`src/rtl/calc_pkg.sv`:
```
// Shared opcode, error-code and state definitions for the calc request controller.
package calc_pkg;

  localparam int unsigned OP_W  = 3;
  localparam int unsigned ERR_W = 2;

  localparam logic [OP_W-1:0] OP_ADD = 3'b000;
  localparam logic [OP_W-1:0] OP_SUB = 3'b001;
  localparam logic [OP_W-1:0] OP_MUL = 3'b010;
  localparam logic [OP_W-1:0] OP_DIV = 3'b011;
  localparam logic [OP_W-1:0] OP_SQR = 3'b100;

  localparam logic [ERR_W-1:0] ERR_OK      = 2'b00;
  localparam logic [ERR_W-1:0] ERR_ILLEGAL = 2'b01;
  localparam logic [ERR_W-1:0] ERR_DIV0    = 2'b10;
  localparam logic [ERR_W-1:0] ERR_TIMEOUT = 2'b11;

  typedef enum logic [2:0] {
    ST_IDLE  = 3'd0,
    ST_ISSUE = 3'd1,
    ST_WAIT  = 3'd2,
    ST_LATCH = 3'd3,
    ST_ERR   = 3'd4
  } state_t;

  // Opcodes above square are reserved and rejected at acceptance.
  function automatic logic op_legal(input logic [OP_W-1:0] op);
    return (op <= OP_SQR);
  endfunction

endpackage

```
`src/rtl/calc_timeout.sv`:
```
// WAIT-state watchdog: counts WAIT cycles and flags the cycle that is the TIMEOUT-th one.
module calc_timeout #(
  parameter int unsigned TIMEOUT = 64
) (
  input  logic clk,
  input  logic rst,
  input  logic clear,
  input  logic enable,
  output logic expired
);

  localparam int unsigned CNT_W = $clog2(TIMEOUT + 2);

  logic [CNT_W-1:0] count;

  // count holds completed WAIT cycles; expired is set one edge ahead so it is
  // high during the final allowed WAIT cycle itself.
  always_ff @(posedge clk) begin
    if (rst) begin
      count   <= '0;
      expired <= 1'b0;
    end else if (clear) begin
      count   <= '0;
      expired <= (TIMEOUT <= 1);
    end else if (enable && !expired) begin
      count   <= count + CNT_W'(1);
      expired <= (32'(count) + 32'd2 >= TIMEOUT);
    end
  end

endmodule

```
`src/rtl/calc_ctrl.sv`:
```
// Request controller: accepts an arithmetic request, drives the shared datapath,
// and reports a registered result with an error code.
module calc_ctrl
  import calc_pkg::*;
#(
  parameter int unsigned DATA_W  = 27,
  parameter int unsigned TIMEOUT = 64
) (
  input  logic                       clk,
  input  logic                       rst,
  input  logic                       en,
  input  logic [OP_W-1:0]            arith,
  input  logic signed [DATA_W-1:0]   data1,
  input  logic signed [DATA_W-1:0]   data2,
  output logic [OP_W-1:0]            dp_op,
  output logic signed [DATA_W-1:0]   dp_a,
  output logic signed [DATA_W-1:0]   dp_b,
  output logic                       dp_start,
  input  logic                       dp_done,
  input  logic signed [2*DATA_W-1:0] dp_result,
  output logic signed [2*DATA_W-1:0] data3,
  output logic                       data_latch,
  output logic                       busy,
  output logic [ERR_W-1:0]           err
);

  localparam int unsigned RES_W = 2 * DATA_W;
  localparam logic signed [RES_W-1:0] SAT_POS = {1'b0, {(RES_W-1){1'b1}}};
  localparam logic signed [RES_W-1:0] SAT_NEG = {1'b1, {(RES_W-1){1'b0}}};

  state_t state;
  logic   req_legal;
  logic   req_div0;
  logic   tmo_clear;
  logic   tmo_enable;
  logic   tmo_expired;

  assign req_legal  = op_legal(arith);
  assign req_div0   = (arith == OP_DIV) && (data2 == '0);
  assign tmo_clear  = (state == ST_ISSUE);
  assign tmo_enable = (state == ST_WAIT);

  calc_timeout #(
    .TIMEOUT (TIMEOUT)
  ) u_timeout (
    .clk     (clk),
    .rst     (rst),
    .clear   (tmo_clear),
    .enable  (tmo_enable),
    .expired (tmo_expired)
  );

  // dp_op/dp_a/dp_b double as the request capture registers and stay put until
  // the next acceptance, so they are stable from ISSUE through WAIT.
  always_ff @(posedge clk) begin
    if (rst) begin
      state      <= ST_IDLE;
      dp_start   <= 1'b0;
      data_latch <= 1'b0;
      busy       <= 1'b0;
      data3      <= '0;
      err        <= ERR_OK;
      dp_op      <= '0;
      dp_a       <= '0;
      dp_b       <= '0;
    end else begin
      dp_start   <= 1'b0;
      data_latch <= 1'b0;
      unique case (state)
        ST_IDLE: begin
          if (en) begin
            dp_op <= arith;
            dp_a  <= data1;
            dp_b  <= data2;
            busy  <= 1'b1;
            if (!req_legal) begin
              state      <= ST_ERR;
              data_latch <= 1'b1;
              data3      <= '0;
              err        <= ERR_ILLEGAL;
            end else if (req_div0) begin
              state      <= ST_ERR;
              data_latch <= 1'b1;
              data3      <= data1[DATA_W-1] ? SAT_NEG : SAT_POS;
              err        <= ERR_DIV0;
            end else begin
              state    <= ST_ISSUE;
              dp_start <= 1'b1;
            end
          end
        end
        ST_ISSUE: begin
          state <= ST_WAIT;
        end
        // A done in the final allowed cycle beats the timeout.
        ST_WAIT: begin
          if (dp_done) begin
            state      <= ST_LATCH;
            data_latch <= 1'b1;
            data3      <= dp_result;
            err        <= ERR_OK;
          end else if (tmo_expired) begin
            state      <= ST_ERR;
            data_latch <= 1'b1;
            data3      <= '0;
            err        <= ERR_TIMEOUT;
          end
        end
        ST_LATCH, ST_ERR: begin
          state <= ST_IDLE;
          busy  <= 1'b0;
        end
        default: begin
          state <= ST_IDLE;
          busy  <= 1'b0;
        end
      endcase
    end
  end

endmodule

```
`config.mk`:
```
export PLATFORM = sky130hd
export DESIGN_NAME = calc_ctrl
export DESIGN_NICKNAME = d
export VERILOG_FILES = /design/src/rtl/calc_pkg.sv /design/src/rtl/calc_timeout.sv /design/src/rtl/calc_ctrl.sv
export SDC_FILE = /design/constraint.sdc
export NUM_CORES = 1
export LEC_CHECK = 0
export BUFFER_PORTS_ARGS = -buffer_cell sky130_fd_sc_hd__buf_2
export CORE_ASPECT_RATIO = 1.1
export CORE_MARGIN = 2
export CORE_UTILIZATION = 35
export DETAILED_ROUTE_END_ITERATION = 16
export PLACE_DENSITY = 0.59
export SYNTH_ARGS = -nofsm -noshare
export SYNTH_HDL_FRONTEND = slang
export SYNTH_SLANG_ARGS = --single-unit
```
`constraint.sdc`:
```
create_clock -name clk -period 5.85 [get_ports clk]
set_input_delay 1.755 -clock clk [delete_from_list [all_inputs] [get_ports clk]]
set_output_delay 1.755 -clock clk [all_outputs]
set_load 0.02 [all_outputs]
```
==> summary.md <==
| Metric | Value |
|---|---|
| Slew @ Worst Pin | 1160 ps |
| Largest family of logic cells by synthesized area | compound AO/OA/AOI/OAI gates |
| PwrDens | 411 nW/um2 |
| Warnings from Yosys | 0 |
| Min-Delay Startpoint | dp_b[2]$_SDFFE_PP0P_ |
| Worst setup path category | in -> reg |
| Post-CTS setup buffers | 0 |
| DRC viols | 0 |
| Setup crit end kind | flip-flop |
| Dpl hpwl | 10200 um |
| Dominant cell type by area after synthesis | dfxtp_1 |
| CTS tree | done |
| Mapped Area | 5180 um2 |
| CTS Buf Count | 17 |
| Clk slew on worst S/H paths | 60 ps |
| Layout cell share with drive strength beyond 1 | 0.403 |
| PortBufs | 230 |
| Worst-path cell chain | buf_2 > nor4_1 > nand4_1 > o21ai_4 > o311a_2 > buf_4 > a211oi_1 |
| Initial DRC Count | 378 |
| Area grow syn2layout | 35.1% |
| Clk buf depth | 2 |
| GR Overflow Total | 0 |
| DRT Wirelength | 15000 um |
| ANT nets after route | 0 |
| Slowest CP cell | buf_4 |
| Setup crit start kind | input pin |
| Filler instances | 1430 |
| Core ar. | 14400 um2 |
| RSZ-0062 raised after global routing | no |
| Synth Area in Compound Gates | 0.263 |
| Clock Latency Late Sink | 410 ps |
| Via density per instance | 4.88 |
| #FFs+latches synth | 127 |
| I/O pins | 231 |
| Crit path arrival time | 3880 ps |
| Nets | 918 |
| Adder-cell share of the synthesized area | 0.00724 |
| Setup violations, final | 0 |
| Max H-tree Level | 4 |
| GP Congestion | 0.765 |
| Vias | 4901 |
| Die X | 120 um |
| Chip height | 132 um |
| Clock sink total | 127 |
| Antenna violations before repair | 0 |
| Relative slew slack | 0.223 |
| Minimum clock period | 3640 ps |
| Sequential share of the synthesized area | 0.491 |
| Post-synth top flop | dfxtp_1 |
| Final core area utilization | 0.485 |
| # diodes | 0 |
| Crit-path max FO | 41 |
| Initial core utilization | 0.359 |
| Static leakage | 3.00 nW |
| Top cell type's share of synthesized area | 0.491 |
| CP required | 6090 ps |
| CTS Hold Buffers Added | 0 |
| DR WL/cell | 15.0 um |
| Mux contribution to synthesized area | 0 |
| R2R Path Start | state[0]$_SDFFE_PP0P_ |
| Outcome | complete, no violations |
| Largest net degree at the start of global routing | 86 |
| Sum of negative setup slack | 0 ps |
| CTS root buffer | clkbuf_16 |
| Resized cells post-CTS | 0 |
| Max Clk Rate | 275 MHz |
| Post-Syn Instances | 597 |
| Worst setup startpoint | data2[20] |
| Mapped Nets | 715 |
| Hold crit path type | reg -> reg |
| Skew final | 5.24 ps |
| Avg Inst Size Synth | 8.68 um2 |
| VDD IR max | 0.166 mV |
| MaxCap Viol Count | 0 |
| Vias in the first global route | 4803 |
| Drt first pass iters | 4 |
| Synth cell count leaders | nand2_1, dfxtp_1, a21oi_1, a211oi_2, clkbuf_1 |
| Number of synthesized flops with an enable pin | 0 |
| Slew Limit Fails | 0 |
| Area contributors post-synth | dfxtp_1, nand2_1, a211oi_2, a21oi_1, clkbuf_1 |
| Netlist cell types | 40 |
| First-pass GRT wire length | 23700 um |
| Gr usage total | 0.186 |
| FF-to-FF setup slack | 3250 ps |
| Slowest cell delay on critical path | 610 ps |
| Post-Synth XOR/XNOR Area | 0.0101 |
| Synth Area in Simple Gates | 0.175 |
| Total die area | 15800 um2 |
| Final Hold Viols | 0 |
| Core Rows | 46 |
| Most common cell in the synthesized netlist | nand2_1 |
| Synth async-reset ratio | 0 |
| Post-route clock period utilization | 0.621 |
==> placed cells by master, fill, tap and decap left out, types with 2 or more instances in the layout <==
master | synthesis | final
buf_2 | 12 | 229
nand2_1 | 175 | 175
dfxtp_1 | 127 | 127
a21oi_1 | 117 | 117
a211oi_2 | 50 | 50
clkbuf_16 | 0 | 17
nor2_1 | 16 | 15
a211oi_1 | 6 | 6
nor4_1 | 6 | 6
buf_4 | 3 | 6
inv_1 | 5 | 5
or2_2 | 4 | 4
nand4_1 | 4 | 4
xor2_1 | 4 | 4
clkinv_2 | 0 | 4
bufinv_16 | 0 | 4
nor3_1 | 3 | 3
nand3_1 | 3 | 3
ha_1 | 3 | 3
clkinvlp_4 | 0 | 3
xnor2_1 | 2 | 2
nor2_4 | 0 | 2
clkbuf_1 | 30 | 2
clkbuf_8 | 0 | 2
==> through the flow <==
step                power (mW)  cell area, um2  std cells  setup WS, ps  hold slack [ps]
floorplan                 1.57            5180        597          2790              470
global placement          1.77            6380        973          1770              440
detailed placement        1.79            6380        973          1760              443
CTS                       2.91            7000       1005          2200              451
global route              3.02            7000       1005          2010              462
finish                    2.88            7000       1005          2210              450
==> critical path: cells and delay by family <==
family	cells	cell delay, ps
AO/OA/AOI/OAI	3	840
buffers and inverters	2	720
AND/OR/NAND/NOR	2	550
==> power breakdown <==
part           switching (mW)  leakage [nW]  internal, mW
Sequential             0.0639          1.04         0.984
Clock                   0.378         0.299         0.732
Combinational           0.477          1.66         0.244
==> layout make-up <==
class | instances | area (um2) | share of cell area
clock buffers | 21 | 460 | 0.0657
inverters | 5 | 18.8 | 0.00268
flip-flops and latches | 127 | 2540 | 0.363
well taps | 192 | 240 | 0.0343
repair buffers | 235 | 1190 | 0.170
clock inverters | 11 | 163 | 0.0232
multi-input cells | 414 | 2390 | 0.341
==> worst paths after layout <==
kind                             to  cells past startpoint
min reg2reg    dp_b[2]$_SDFFE_PP0P_                      2
max          data3[52]$_SDFFE_PP0P_                      7
min            dp_b[2]$_SDFFE_PP0P_                      2
max reg2reg  data3[52]$_SDFFE_PP0P_                      5
==> flip-flops by register name (all words and copies together), names as in the netlist <==
| register | count |
|---|---|
| u_timeout.count | 7 |
| data_latch | 1 |
| dp_op | 3 |
| dp_a | 27 |
| dp_b | 27 |
| busy | 1 |
| state | 3 |
| data3 | 54 |
| err | 2 |
| u_timeout.expired | 1 |
| dp_start | 1 |
==> logic make-up (layout without fill, tap and decap cells) <==
logic type	after synthesis	count (layout)
DFF	127	127
AOI/OAI and AO/OA	186	186
adders and majority gates	3	3
and+or+nand+nor	219	219
buffers and inverters	56	272
xor gates and xnor gates	6	6
==> metal layers <==
metal,vias to the layer above,wire (um),share of wire,track usage
met2,145,7530,0.50,0.314
li1,2456,-,-,-
met4,0,322,0.021,0.0797
met5,-,0,0,0
met1,2278,6500,0.43,0.229
met3,22,687,0.046,0.0369
No activity file was read; power rests on OpenSTA's default activity.
